[config.mk]
export PLATFORM = sky130hd
export DESIGN_NAME = div3_seq
export DESIGN_NICKNAME = d
export VERILOG_FILES = /design/src/rtl/div3_seq.sv
export SDC_FILE = /design/constraint.sdc
export NUM_CORES = 1
export LEC_CHECK = 0
export BUFFER_PORTS_ARGS = -buffer_cell sky130_fd_sc_hd__buf_2
export CORE_AREA = 2 2 62 64
export CTS_BUF_LIST = sky130_fd_sc_hd__clkbuf_2 sky130_fd_sc_hd__clkbuf_4 sky130_fd_sc_hd__clkbuf_8
export CTS_CLUSTER_DIAMETER = 100
export DETAILED_ROUTE_END_ITERATION = 16
export DIE_AREA = 0 0 64 66
export PLACE_DENSITY = 0.79
export SLEW_MARGIN = 25
export SYNTH_ARGS = -nofsm -noshare
export SYNTH_HDL_FRONTEND = slang
export SYNTH_SLANG_ARGS = --single-unit
export TNS_END_PERCENT = 5
[constraint.sdc]
create_clock -name clk -period 3.8 [get_ports clk]
set_input_delay 0.38 -clock clk [delete_from_list [all_inputs] [get_ports clk]]
set_output_delay 0.38 -clock clk [all_outputs]
set_load 0.01 [all_outputs]
[src/rtl/div3_seq.sv]
// Sequential restoring divider by a constant DIVISOR, one quotient bit per clock, start/busy/done handshake.
// Optional residue self-check of each result is built when DIV_RESIDUE_CHECK_EN is defined (adds chk_err).
`timescale 1ns/1ps

module div3_seq #(
    parameter int unsigned num_width = 8,
    parameter int unsigned DIVISOR   = 3
) (
    input  logic                 clk,
    input  logic                 rst,
    input  logic                 enable,
    input  logic                 start,
    input  logic [num_width-1:0] number,
    output logic                 busy,
    output logic                 done,
    output logic [num_width-1:0] quotient,
    output logic [num_width-1:0] remainder
`ifdef DIV_RESIDUE_CHECK_EN
    ,
    output logic                 chk_err
`endif
);

    localparam int unsigned CNT_W = (num_width > 1) ? $clog2(num_width) : 1;
    localparam logic [num_width:0]   DIV_EXT  = (num_width + 1)'(DIVISOR);
    localparam logic [CNT_W-1:0]     CNT_LAST = CNT_W'(num_width - 1);

    generate
        if (DIVISOR == 0) begin : g_div_zero
            $error("div3_seq: DIVISOR must be nonzero");
        end
        if ((DIVISOR >> num_width) != 0) begin : g_div_wide
            $error("div3_seq: DIVISOR must fit in num_width bits");
        end
    endgenerate

    typedef enum logic {
        IDLE = 1'b0,
        CALC = 1'b1
    } state_t;

    state_t               state, state_nxt;
    logic [num_width-1:0] dividend_p0, dividend_nxt;
    logic [num_width-1:0] prem, prem_nxt;
    logic [num_width-1:0] qacc, qacc_nxt;
    logic [CNT_W-1:0]     bit_cnt, bit_cnt_nxt;
    logic [num_width-1:0] quo_nxt, rem_nxt;
    logic                 done_nxt;
    logic [num_width:0]   trial;
    logic [num_width:0]   step_rem;
    logic                 qbit;

    // One restoring step: subtract the divisor when it fits and report the quotient bit.
    function automatic logic [num_width:0] restore_step(input logic [num_width:0] partial,
                                                        output logic q);
        if (partial >= DIV_EXT) begin
            q = 1'b1;
            return partial - DIV_EXT;
        end
        q = 1'b0;
        return partial;
    endfunction

    always_comb begin
        state_nxt    = state;
        dividend_nxt = dividend_p0;
        prem_nxt     = prem;
        qacc_nxt     = qacc;
        bit_cnt_nxt  = bit_cnt;
        quo_nxt      = quotient;
        rem_nxt      = remainder;
        done_nxt     = 1'b0;
        qbit         = 1'b0;
        trial        = {prem, dividend_p0[bit_cnt]};
        step_rem     = restore_step(trial, qbit);

        case (state)
            IDLE: begin
                if (enable && start) begin
                    state_nxt    = CALC;
                    dividend_nxt = number;
                    prem_nxt     = '0;
                    qacc_nxt     = '0;
                    bit_cnt_nxt  = CNT_LAST;
                end
            end
            CALC: begin
                if (!enable) begin
                    state_nxt = IDLE;
                end else begin
                    prem_nxt    = step_rem[num_width-1:0];
                    qacc_nxt    = (qacc << 1) | num_width'(qbit);
                    bit_cnt_nxt = bit_cnt - 1'b1;
                    if (bit_cnt == '0) begin
                        state_nxt = IDLE;
                        quo_nxt   = (qacc << 1) | num_width'(qbit);
                        rem_nxt   = step_rem[num_width-1:0];
                        done_nxt  = 1'b1;
                    end
                end
            end
            default: state_nxt = IDLE;
        endcase
    end

    always_ff @(posedge clk) begin
        if (rst) begin
            state <= IDLE;
        end else begin
            state <= state_nxt;
        end
    end

    // Result/handshake registers carry reset values; the working datapath does not need them.
    always_ff @(posedge clk) begin
        if (rst) begin
            done      <= 1'b0;
            quotient  <= '0;
            remainder <= '0;
        end else begin
            done      <= done_nxt;
            quotient  <= quo_nxt;
            remainder <= rem_nxt;
        end
        dividend_p0 <= dividend_nxt;
        prem        <= prem_nxt;
        qacc        <= qacc_nxt;
        bit_cnt     <= bit_cnt_nxt;
    end

    assign busy = (state == CALC);

`ifdef DIV_RESIDUE_CHECK_EN
    logic [2*num_width-1:0] recon;
    logic                   chk_fail;

    always_comb begin
        recon    = (2*num_width)'(quo_nxt) * (2*num_width)'(DIVISOR) + (2*num_width)'(rem_nxt);
        chk_fail = (recon != (2*num_width)'(dividend_p0)) || ({1'b0, rem_nxt} >= DIV_EXT);
    end

    // Sticky until reset so a single bad result is never lost.
    always_ff @(posedge clk) begin
        if (rst) begin
            chk_err <= 1'b0;
        end else if (done_nxt && chk_fail) begin
            chk_err <= 1'b1;
        end
    end
`endif

endmodule

* Word-level counts from Yosys, hierarchy flattened
Index checks and enable logic that the tools add are counted.
** Storage, ports and cells
- Register bits after elaboration :: 44
- Bits in latches :: 0
- Memory bits (writable) :: 0
- Memory bits (read-only) :: 0
- Output and inout bits :: 18
- Memories kept :: 0
** Cells by class
- Add/subtract/negate cells :: 2
- Multiply operators :: 0
- Div/mod/pow operators :: 0
- $lt $le $gt $ge :: 2
- Eq/ne operators :: 2
- Shift operators :: 0
- Mux-type cells :: 20
- Bitwise gates (word level) :: 3
- Reduce and logical (&&, ||, !) cells :: 6
** Operator list (count)
- 2-to-1 mux 8 bit :: 4
- one-hot mux 8 bit (2 select lines) :: 1
- one-hot mux 7 bit (2 select lines) :: 1
- >= comparator 9 x 2 -> 1 bit, second input constant :: 1
- 2-to-1 mux 1 bit :: 8
- OR 8 x 1 -> 8 bit :: 1
- subtractor 8 x 2 -> 8 bit, second input constant :: 1
- 2-to-1 mux 7 bit :: 1
- 2-to-1 mux 3 bit :: 2
- one-hot mux 3 bit (2 select lines) :: 1
- less-than comparator 3 x 4 -> 1 bit, second input constant :: 1
- != test 2 bit, second input constant :: 2
- AND reduction 2 bit :: 2
- binary-select mux 1 bit (select 3 bit) :: 1
- logical NOT 3 bit :: 1
- AND reduction 3 bit :: 1
- OR reduction 3 bit :: 1
- subtractor 3 x 1 -> 3 bit, second input constant :: 1
- NOT 1 bit :: 2
- one-hot mux 1 bit (2 select lines) :: 1
- logical AND 1 bit :: 1

* Depth between registers and ports, before layout
Gate-level depths: netlist of the first run.
- Depth after elaboration :: 8
- Gate-level depth with buffers :: 12

* Worst setup path before layout of the first run
OpenSTA, ideal clock, no wires.
- Path type :: register -> register
- Start :: register bit_cnt[0]
- End :: register prem[0] (data pin)
- Library setup time :: 0.255 ns
- Arrival :: 2.610 ns
- Slack :: 0.936 ns
- Cell stages (with the launch flop) :: 12
- Buffers on the path :: 2
- Period minus slack after synthesis :: 2.864 ns
- Cells stage by stage :: edfxtp_1 > buf_6 > mux2_4 > a2bb2oi_2 > nand2_4 > inv_2 > ha_1 > or4_1 > clkbuf_1 > or2_1 > mux2_2 > and2_1
** Between the ends
- Cells in the longest elaborated chain, start to end :: 7
** Ends and longest elaborated chain
- start, declared :: line 46 : logic [CNT_W-1:0] bit_cnt, bit_cnt_nxt;
- start signal, assigned :: line 128 : bit_cnt <= bit_cnt_nxt;
- binary-select mux 1 bit (select 3 bit) * :: line 74 : trial = {prem, dividend_p0[bit_cnt]};
- 2-to-1 mux 1 bit (not written as such) * :: line 74
- subtractor 8 x 2 -> 8 bit or >= comparator 9 x 2 -> 1 bit (tied branches) :: line 58, 56
- 2-to-1 mux 8 bit or 2-to-1 mux 1 bit (tied branches) :: line 56 : if (partial >= DIV_EXT) begin
- 2-to-1 mux 8 bit * :: line 60 : q = 1'b0;
- 2-to-1 mux 8 bit * :: line 88 : if (!enable) begin
- one-hot mux 8 bit (2 select lines) * :: line 77 : case (state)
- end signal, assigned :: line 126 : prem <= prem_nxt;
- end, declared :: line 44 : logic [num_width-1:0] prem, prem_nxt;
Every way passes the cells marked *; elsewhere a longest branch is shown, timed or not. The select of a mux whose other input is x is not followed.
A chain may end at the register's enable or synchronous reset.

* Worst setup path in the final report of the first run
Ends and elaborated chain as after synthesis.

==> metrics list, run 1 <==
- Result of the run: completed
- In this run the biggest area consumer among cell types represents 39.4% of the synthesized area.
- Counting along the longest clock path gives a buffer depth of 2.
- Clock Latency Late Sink: 0.37 ns
* CP startpoint: bit_cnt[0]
- The die covers between 4000 and 5000 sq um.
- In the post-route analysis, the smallest setup slack over all paths is ~0.77 ns.
* CP Max Fanout: 6
* Clock period minus final worst setup slack: 3.03 ns
- TritonCTS built the clock tree.
- After clock tree synthesis, the setup repair step added 0 buffers.
* Share of the yosys chip area belonging to registers: 57.6%
- Number of hold-slack violations in the final timing report: 0
- Category of the most critical setup path: reg2reg
- The initial antenna violation count is 0.
- Max-slew violation count: 0
- The first detailed-routing pass took 4 iterations.
- Initial detailed-routing violation count: 90
- After the last flow step, the layout net total stands at 218.
- In this run the remaining antenna-violating nets after routing total 0.
- Slew @ Worst Pin: 0.850 ns
- Once the floorplan was initialized, standard cells occupied 55.8% of the core.
- Gates resized during post-CTS repair numbered 0.
- Areal power density over the cells: 408 nW/um^2
- After clock tree synthesis, the clock-pin slew on the worst setup and hold paths is 0.13 ns.
- Leading cell type in the layout, fill and taps excluded: sky130_fd_sc_hd__buf_2
- Slew HR: 43.4%
- The cell count after synthesis came out at 179.
- For this run, the leading register cell type out of synthesis is sky130_fd_sc_hd__edfxtp_1.
* Vias in the first global route: 1318
- Cell area after technology mapping: 1980 sq um
- In this run the clock root is driven by a sky130_fd_sc_hd__clkbuf_4.
* Leading cell types in the layout, fill and taps excluded: sky130_fd_sc_hd__buf_2 (29), sky130_fd_sc_hd__nand2_1 (27), sky130_fd_sc_hd__edfxtp_1 (26), sky130_fd_sc_hd__dfxtp_1 (18), sky130_fd_sc_hd__nor2_1 (12)
- Walking the worst path, the cells encountered are mux2_4, a2bb2oi_2, nand2_4, inv_2, ha_1, or4_1, or2_1, mux2_2, and2_1.
* Share of post-route cells with drive strength above 1: 23.5%
- Setup violations remaining at the end of the flow were counted as 0.
* Crit start category: flip-flop
* Vias/cell: 5.59
* Height of the die: 66 um
- Number of placement rows: 22
- Final sum of negative setup slack: 0 ns
* Cell types occupying the most area after synthesis: sky130_fd_sc_hd__edfxtp_1 (39%), sky130_fd_sc_hd__dfxtp_1 (18%), sky130_fd_sc_hd__nand2_1 (5.1%)
- Required time reported for the critical path endpoint: 3.94 ns
* Setup clock skew after layout: 0.0141 ns
- After filler insertion, the fill cell instance count of the layout stands at roughly 290.
- Depth of the worst hold-timing path: 1
- Total routing resource utilization after global routing: 19.0%
* Final estimated routing congestion in global placement: 0.831
- Of the available clock period, the critical path in the final layout requires 79.7%.
* R2r worst-path depth: 9
- The synthesized design contains 44 register bits.
- CP endpoint kind: flip-flop
- CORE AREA: 3550 sq um
- Total clock buffers created by CTS: 5
- Core utilization of the finished layout: a little over three fifths
- Yosys warning count: 0
- The tightest hold path in the finished design has a slack of 0.184 ns.
* Number of port buffers: 29
* Max rail drop VDD: 0.000306 V
* Wire length of the first global-routing pass: 5960 um
* Total of hold buffers inserted after clock tree synthesis: 0
- Synthesized area per cell: 11.1 sq um
* Deepest level of the CTS H-tree: 2
* Min-delay worst type: in2reg
- Via count: around 1400
- Across the run, the number of max-cap violations was 0.
- Total power: 0.905 mW
- The endpoint identified for the worst register-to-register timing path is prem[0].
- Estimated wirelength of the detail-placed design: 2520 um
- The repair_antennas step left the layout with diodes totalling 0.
- Syn nets: 194
- Hold path start: number[1]
- Entering global routing, the biggest net connects 24 pins.
- The synthesized netlist contains 46 unique library cells.
* Number of synthesized flops with an enable pin: 26
- Internal reg-to-reg setup slack: 0.77 ns
- Master of the slowest instance on the critical path: sky130_fd_sc_hd__or4_1
* Reported leakage power: about 0.86 nW
* Routed length on met2: 1810 um
* Wire length on met3: 230 um
- Met1 routed wirelength after detailed routing: 1530 um
- Asr flop ratio synth: 0%
* Routed Wire Length: 3620 um
- CTS saw 44 sinks.
- Num ports: 30
- Relative to the synthesized area, the layout overhead comes to 12.1%.
* Worst Setup Slack post-DPL: 0.807 ns
- Routed length per instance: 14.4 um
- Maximum clock frequency: 330 MHz
- X dimension of the die: 64 um
- Unrepaired setup endpoints after global routing: no
- The largest total area in the synthesized netlist belongs to sky130_fd_sc_hd__edfxtp_1.
- Remaining global-route overflow: 0
* Hold endpoint: dividend_p0[1]
- Worst r2r src: bit_cnt[0]
- Data arrives at the worst endpoint at 3.17 ns.
* Drc violations: 0
- Critical Path Max Stage Delay: 0.64 ns
* Highest Signal Layer: met4
==> where the power goes <==
group	leakage, nW	internal, mW	switching, mW
Combinational	0.424	0.0193	0.0283
Clock	0.0515	0.175	0.153
Sequential	0.388	0.519	0.0112
==> cells in the mapped netlist (all sizes together), types with 2 or more instances <==
cell type and number:
nor3b 3, or4 2, nor2b 5, a31oi 2, a211oi 3, ha 3, nor4 2, edfxtp 26
xor2 2, buf 3, a311oi 2, a31o 2, or3 3, inv 3, o21a 3, o21ai 3
dfxtp 18, clkbuf 9, mux2i 4, nand2b 2, mux2 2, a21boi 2, nand2 28, and2 9
nor2 12, a21oi 10, nor3 4
==> layout make-up <==
| type | instances | area (sq um) | share of cell area (%) |
|---|---|---|---|
| flip-flops and latches | 44 | 1140 | 51.4 |
| clock inverters | 1 | 30.0 | 1.35 |
| inverters | 3 | 11.3 | 0.507 |
| repair buffers | 29 | 145 | 6.54 |
| well taps | 48 | 60.1 | 2.71 |
| multi-input cells | 120 | 767 | 34.6 |
| clock buffers | 7 | 65.1 | 2.93 |
==> flip-flops by register name (all words and copies together), names as in the netlist <==
name / count
dividend_p0: 8
prem: 8
quotient: 8
remainder: 8
qacc: 7
bit_cnt: 3
busy: 1
done: 1
==> through the flow <==
step	cell area (sq um)	instances
finish	2220	252
global route	2220	252
floorplan	1980	179
CTS	2220	252
global placement	2120	244
detailed placement	2120	244
==> worst max-delay path by stage <==
| stage | to | depth (start not counted) | slack [ns] |
|---|---|---|---|
| global route | prem[0] | 9 | 0.63 |
| CTS | prem[0] | 9 | 0.76 |
| global placement | prem[0] | 9 | 0.88 |
| finish | prem[0] | 9 | 0.77 |
| floorplan | prem[0] | 11 | 0.94 |
| detailed placement | prem[0] | 9 | 0.81 |
==> cells by family after synthesis <==
logic type | count (synthesis) | share of synthesized area [%]
mux | 6 | 3.35
fa+ha+maj | 3 | 1.90
xor+xnor | 3 | 1.33
buf+inv | 15 | 3.66
simple gates | 75 | 19.6
flops | 44 | 57.6
compound gates | 33 | 12.6
==> critical path, delay by kind of cell (launching register included) <==
family / cells / cell delay, ns
AND/OR/NAND/NOR: 4 / 1.17
multiplexers: 2 / 0.63
flip-flops: 1 / 0.53
adder cells (fa/ha/maj): 1 / 0.23
AO/OA/AOI/OAI: 1 / 0.20
buffers and inverters: 1 / 0.06
==> metal layers <==
metal | vias to the layer above | global-route usage, %
met5 | - | 0
met4 | 0 | 9.24
met3 | 7 | 4.60
met2 | 55 | 33.9
met1 | 659 | 21.2
li1 | 687 | -
Power figures use the tool's default switching activity.
==> run 2, diff against run 1 <==
==> constraint.sdc (replaced) <==
create_clock -name clk -period 3.1 [get_ports clk]
set_input_delay 0.31 -clock clk [delete_from_list [all_inputs] [get_ports clk]]
set_output_delay 0.31 -clock clk [all_outputs]
set_load 0.01 [all_outputs]
==> metrics list, run 2 (same netlist as run 1, synthesis figures left out) <==
- The area after detailed placement was 2140 sq um (+0.71%).
- The I/O pin count is 30 (unchanged).
- Routed length per instance: 14.5 um (+0.69%)
- The number of inserted diodes was 0 (unchanged).
- The library cell used most frequently in the layout, excluding fill and tap cells, is sky130_fd_sc_hd__buf_2.
- The total negative setup slack is 0 ns (unchanged).
- The post-CTS clock slew at the launch and capture registers of the worst setup and hold paths came to 0.13 ns (about the same).
* CP startpoint: bit_cnt[0]
- TritonCTS built the clock tree.
* Maximum clock frequency: 337 MHz (+2.0%)
- Number of placed instances, taps included: 246 (+0.82%)
* Number of hold-slack violations in the final timing report: 0 (unchanged)
* Critical Path Max Stage Delay: 0.58 ns (-0.06 ns)
- Terminus of the critical flop-to-flop path: prem[0]
- Antenna violations before repair: 0 (unchanged)
* Initial detailed-routing violation count: 77 (-14%)
- The starting density of the core was 55.8% (unchanged).
- The fraction of final layout cells sized beyond drive strength 1 was 24.3% (+0.74 points).
- The non-filler instance count after layout was 254 (+0.79%).
* Number of port buffers: 29 (unchanged)
* Setup clock skew after layout: 0.0201 ns (+0.00605 ns)
- Internal reg-to-reg setup slack: 0.13 ns (-0.64 ns)
- Clock Latency Late Sink: 0.36 ns (about the same)
- Estimated wirelength of the detail-placed design: 2640 um (+4.9%)
- The final weighted congestion of routability-driven global placement is 0.886 (+6.6%).
- Required time reported for the critical path endpoint: 3.34 ns (-0.60 ns)
- Quantity of gates resized following cts: 0 (unchanged)
- The global-route wire length before repair is 6000 um (+0.70%).
- The power density relative to cell area is 512 nW/um^2 (+26%).
- In this run the worst setup path terminates at prem[0].
- The core occupancy in the finished layout was 63.2% (+0.70 points).
- The H-tree level count came to 2 (unchanged).
* Reported leakage power: 0.877 nW (+1.6%)
- CORE AREA: 3550 sq um (unchanged)
- Critical-path cell list: mux2_4, a2bb2oi_2, nand2_4, inv_2, ha_1, or4_1, buf_4, nor3_1, mux2_2, and2_1
* WP depth: 10 (+1)
- The first-pass iteration count of the detailed router came to 4 (unchanged).
- Final cell area excluding filler cells: 2240 sq um (+1.1%)
- Min-delay worst type: in2reg
- The via count of the first global-routing pass was 1365 (+3.6%).
- Number of placement rows: 22 (unchanged)
* Crit start category: flip-flop
* Category of cells accounting for the largest share of critical-path delay: simple AND/OR/NAND/NOR gates
* Category of the most critical setup path: reg2reg
- Number of setup violations in the final report: 0 (unchanged)
* Clock sink count: 44 (unchanged)
* Max-slew violation count: 0 (unchanged)
- The flow ran to the end, and the final reports show no timing, DRC or antenna violations.
* Maximum number of pins on one net before global-route repair: 24 (unchanged)
- Routed Wire Length: 3670 um (+1.5%)
* Worst r2r src: bit_cnt[0]
- Relative to the synthesized area, the layout overhead comes to 13.3%.
* Net count, final: 220 (+0.92%)
- The count of buffers added by post-CTS timing repair for setup was 0 (unchanged).
- Leading cell types in the layout, fill and taps excluded: sky130_fd_sc_hd__buf_2 (29), sky130_fd_sc_hd__nand2_1 (27), sky130_fd_sc_hd__edfxtp_1 (26), sky130_fd_sc_hd__dfxtp_1 (18), sky130_fd_sc_hd__nor2_1 (12)
- R2r worst-path depth: 10 (+1)
- The max-capacitance violation count is 0 (unchanged).
- In this run the clock root is driven by a sky130_fd_sc_hd__clkbuf_4.
* Via count: 1431 (+1.6%)
- The critical-path maximum fanout came to 6 (unchanged).
* Height of the die: 66 um (unchanged)
- The width of the chip was 64 um (unchanged).
- The total grt overflow is 0 (unchanged).
* Number of buffers on the longest clock path: 2 (unchanged)
- Count of buffering cells on the critical path with inverters included: 2 (+1)
- The die outline area was 4220 sq um (unchanged).
- Share of the cycle needed by the critical path after routing: 95.8% (+16 points)
- The tightest hold margin was 0.118 ns (-0.0663 ns).
- Clock period minus final worst setup slack: 2.97 ns (-0.0593 ns)
- The slew at the pin closest to its max-slew limit came to 0.900 ns (+0.0509 ns).
- Master of the slowest instance on the critical path: sky130_fd_sc_hd__or4_1
* Worst EP arrival: 3.21 ns (+0.04 ns)
* Total clock buffers created by CTS: 5 (unchanged)
* Slew HR: 40.0% (-3.4 points)
* Total of hold buffers inserted after clock tree synthesis: 0 (unchanged)
* Unrepaired setup endpoints after global routing: no
- The number of antenna-violating nets in the routed design came to 0 (unchanged).
- Total routing resource utilization after global routing: 18.9% (-0.058 points)
* CP endpoint kind: flip-flop
- Max rail drop VDD: 0.000418 V (+36%)
* Drc violations: 0 (unchanged)
- The routed via count divided by cell count came to 5.63 (+0.83%).
run 2: report_power, final:
| part | leakage (nW) | internal, mW | switching [mW] |
|---|---|---|---|
| sequential | 0.388 | 0.636 | 0.0140 |
| combinational | 0.434 | 0.0243 | 0.0352 |
| clock | 0.0559 | 0.260 | 0.180 |
run 2: final cells by class:
class	instances	area (sq um)
Inverter	3	11.3
Clock buffer	6	45.0
Clock inverter	2	60.1
Fill cell	287	1310
Multi-Input combinational cell	120	767
Timing Repair Buffer	31	160
Tap cell	48	60.1
Sequential cell	44	1140
run 2: how the worst min path moves through the flow:
stage | from | end | slack [ns] | cells after the start
detailed placement | quotient[5] | quotient[5] | 0.45 | 2
global route | number[5] | dividend_p0[5] | 0.09 | 1
global placement | quotient[5] | quotient[5] | 0.44 | 2
CTS | number[5] | dividend_p0[5] | 0.09 | 1
floorplan | number[0] | dividend_p0[0] | 0.41 | 0
finish | number[5] | dividend_p0[5] | 0.12 | 1
run 2: metrics by stage:
stage | setup slack [ns] | power, mW
final | 0.129 | 1.15
after global routing | 0.0103 | 1.20
after CTS | 0.132 | 1.16
after detailed placement | 0.166 | 0.722
after global placement | 0.271 | 0.718
after floorplan | 0.236 | 0.702
run 2: layer usage:
metal  routed length (um)  up-vias  GRT usage [%]  share of wire [%]
met3                  204        9           5.28                5.6
li1                     -      686              -                  -
met4                   76        0           7.61                2.1
met2                 1840       54           34.0                 50
met1                 1550      682           21.1                 42
met5                    0        -              0                  0
==> run 3, diff against run 2 <==
--- a/config.mk
+++ b/config.mk
@@ -6,12 +6,12 @@
 export NUM_CORES = 1
 export LEC_CHECK = 0
 export BUFFER_PORTS_ARGS = -buffer_cell sky130_fd_sc_hd__buf_2
-export CORE_AREA = 2 2 62 64
+export CORE_AREA = 2 2 66 68
 export CTS_BUF_LIST = sky130_fd_sc_hd__clkbuf_2 sky130_fd_sc_hd__clkbuf_4 sky130_fd_sc_hd__clkbuf_8
 export CTS_CLUSTER_DIAMETER = 100
 export DETAILED_ROUTE_END_ITERATION = 16
-export DIE_AREA = 0 0 64 66
-export PLACE_DENSITY = 0.79
+export DIE_AREA = 0 0 68 70
+export PLACE_DENSITY = 0.7
 export SLEW_MARGIN = 25
 export SYNTH_ARGS = -nofsm -noshare
 export SYNTH_HDL_FRONTEND = slang
==> constraint.sdc (replaced) <==
create_clock -name clk -period 3.8 [get_ports clk]
set_input_delay 0.38 -clock clk [delete_from_list [all_inputs] [get_ports clk]]
set_output_delay 0.38 -clock clk [all_outputs]
set_load 0.01 [all_outputs]
==> metrics list, run 3 (same netlist as run 1, synthesis figures left out) <==
* Met2 capacity usage during global routing: 29.0% (-5.0 points)
- Initial detailed-routing violation count: 89 (+16%)
* Slew HR: 38.7% (-1.3 points)
* # diodes: 0 (unchanged)
- GR peak layer: met2
- Max-slew violation count: 0 (unchanged)
- Reported leakage power: 0.873 nW (-0.49%)
- Unrepaired setup endpoints after global routing: no
- Number of placement rows: 24 (+9.1%)
- Die area: 4760 sq um (+13%)
- The clock insertion delay at the later pin of the skew report came to 0.30 ns (-0.06 ns).
- CTS root buf: sky130_fd_sc_hd__clkbuf_8
- The die span in y is 70 um (+6.1%).
* Number of hold-slack violations in the final timing report: 0 (unchanged)
- Number of port buffers: 29 (unchanged)
- The via count of the first global-routing pass is 1322 (-3.2%).
* Wire length of the first global-routing pass: 6010 um (about the same)
- The starting density of the core came to 47.8% (-8.0 points).
- Drc violations: 0 (unchanged)
- Deepest level of the CTS H-tree: 2 (unchanged)
* X dimension of the die: 68 um (+6.3%)
- The maximum frequency from static timing analysis was 331 MHz (-1.7%).
- The run finished with clean final reports.
- Leaving out fill and tap cells, the most frequent cell in the layout is sky130_fd_sc_hd__buf_2.
- The number of antenna-violating nets in the routed design is 0 (unchanged).
- Slew @ Worst Pin: 0.920 ns (+0.0195 ns)
- The first-pass iteration count of the detailed router came to 4 (unchanged).
- Worst path setup slack after routing: 0.777 ns (+0.648 ns)
- STA classifies the critical path startpoint as a flip-flop.
- Areal power density over the cells: 425 nW/um^2 (-17%)
- Worst Setup Slack post-DPL: 0.815 ns (+0.649 ns)
- Clock tree from TritonCTS: done
- Required time reported for the critical path endpoint: 3.86 ns (+0.52 ns)
- The largest buffer count on any clock path is 2 (unchanged).
* Num ports: 30 (unchanged)
- Net count, final: 218 (-0.91%)
- The half-perimeter wire length after placement was 2450 um (-7.3%).
* Final standard cell count with taps included and fillers excluded: 256 (+0.79%)
* Routed length per instance: 14.2 um (-2.0%)
- The placed instance count came to 248 (+0.81%).
* Leading cell types in the layout, fill and taps excluded: sky130_fd_sc_hd__buf_2 (29), sky130_fd_sc_hd__nand2_1 (27), sky130_fd_sc_hd__edfxtp_1 (26), sky130_fd_sc_hd__dfxtp_1 (18), sky130_fd_sc_hd__nor2_1 (12)
- The min-delay analysis places its worst path in the category in2reg.
* Antenna violations before repair: 0 (unchanged)
- The cts-stage hold buffer count came to 0 (unchanged).
* Worst EP arrival: 3.09 ns (-0.12 ns)
- The area growth from synthesis to layout is 13.6%.
* Category of the most critical setup path: reg2reg
- CP Max Fanout: 6 (unchanged)
- The post-CTS clock slew at the launch and capture registers of the worst setup and hold paths is 0.08 ns (-0.05 ns).
* Share of the cycle needed by the critical path after routing: 79.5% (-16 points)
* Total routing resource utilization after global routing: 17.2% (-1.8 points)
- Max capacitance violation total: 0 (unchanged)
* Clock sink count: 44 (unchanged)
- The routed via count divided by cell count came to 5.42 (-3.8%).
* Quantity of gates resized following cts: 0 (unchanged)
- The number of inserted filler cells in the final layout came to 380 (+32%).
- Met3 Resource Use GR: 5.15% (-0.13 points)
- The total routed wirelength came to 3630 um (-1.2%).
* Number of setup violations in the final report: 0 (unchanged)
- Via count: 1388 (-3.0%)
- Final estimated routing congestion in global placement: 0.866 (-2.2%)
* Final sum of negative setup slack: 0 ns (unchanged)
- # Post-CTS Setup Buffers: 0 (unchanged)
- CP endpoint kind: flip-flop
* Share of post-route cells with drive strength above 1: 23.5% (-0.74 points)
* Clock period minus final worst setup slack: 3.02 ns (+0.0524 ns)
- The total grt overflow came to 0 (unchanged).
* CORE AREA: 4140 sq um (+17%)
- Max rail drop VDD: 0.000266 V (-36%)
- The final clock skew was 0.00667 ns (-0.0134 ns).
- Met1 routing resource usage after global routing: 19.8% (-1.3 points)
- The largest net degree at the start of global routing was 24 (unchanged).
- Total clock buffers created by CTS: 5 (unchanged)
-- run 3: changes by cell type in the layout (fill, tap and decap cells not counted), sizes merged --
| cell | change |
|---|---|
| clkinv | +1 |
| buf | -2 |
| bufinv | -1 |
-- run 3: worst paths after layout --
check | startpoint | end | slack [ns] | cells after the start
setup / recovery | bit_cnt[0] | prem[0] | 0.78 | 9
setup reg to reg | bit_cnt[0] | prem[0] | 0.78 | 9
hold reg to reg | quotient[3] | quotient[3] | 0.45 | 2
hold / removal | number[6] | dividend_p0[6] | 0.25 | 1
-- run 3: critical path, stage by stage (launching register included) --
cell	delay, ns
sky130_fd_sc_hd__edfxtp_1	0.51
sky130_fd_sc_hd__mux2_4	0.34
sky130_fd_sc_hd__a2bb2oi_2	0.20
sky130_fd_sc_hd__nand2_4	0.09
sky130_fd_sc_hd__inv_2	0.05
sky130_fd_sc_hd__ha_1	0.23
sky130_fd_sc_hd__or4_1	0.64
sky130_fd_sc_hd__or2_1	0.28
sky130_fd_sc_hd__mux2_2	0.28
sky130_fd_sc_hd__and2_1	0.15
-- run 3: stage by stage --
step	cell area, sq um	util (%)	total power, mW	hold slack [ns]
3_5_place_dp	2130	51.4	0.589	0.447
2_1_floorplan	1980	-	0.573	0.471
4_1_cts	2250	54.3	0.966	0.241
3_3_place_gp	2130	51.4	0.587	0.442
5_1_grt	2250	54.3	0.984	0.240
6_report	2250	54.3	0.956	0.249
-- run 3: report_power, final --
part | leakage (nW) | switching, mW | internal, mW
logic | 0.424 | 0.0282 | 0.0192
registers | 0.388 | 0.0116 | 0.519
clock network | 0.0614 | 0.163 | 0.215
-- run 3: metal layers --
| metal | vias up | share of wire [%] |
|---|---|---|
| met5 | - | 0 |
| met4 | 0 | 2.3 |
| met3 | 8 | 4.5 |
| met2 | 32 | 52 |
| met1 | 663 | 41 |
| li1 | 685 | - |
-- run 3: layout make-up --
type | instances | area [sq um] | share of cell area [%]
inverter | 3 | 11.3 | 0.500
clock buffer | 6 | 82.6 | 3.67
clock inverter | 2 | 38.8 | 1.72
tap | 52 | 65.1 | 2.89
timing repair buffer | 29 | 145 | 6.45
sequential | 44 | 1140 | 50.7
multi-input combinational | 120 | 767 | 34.1
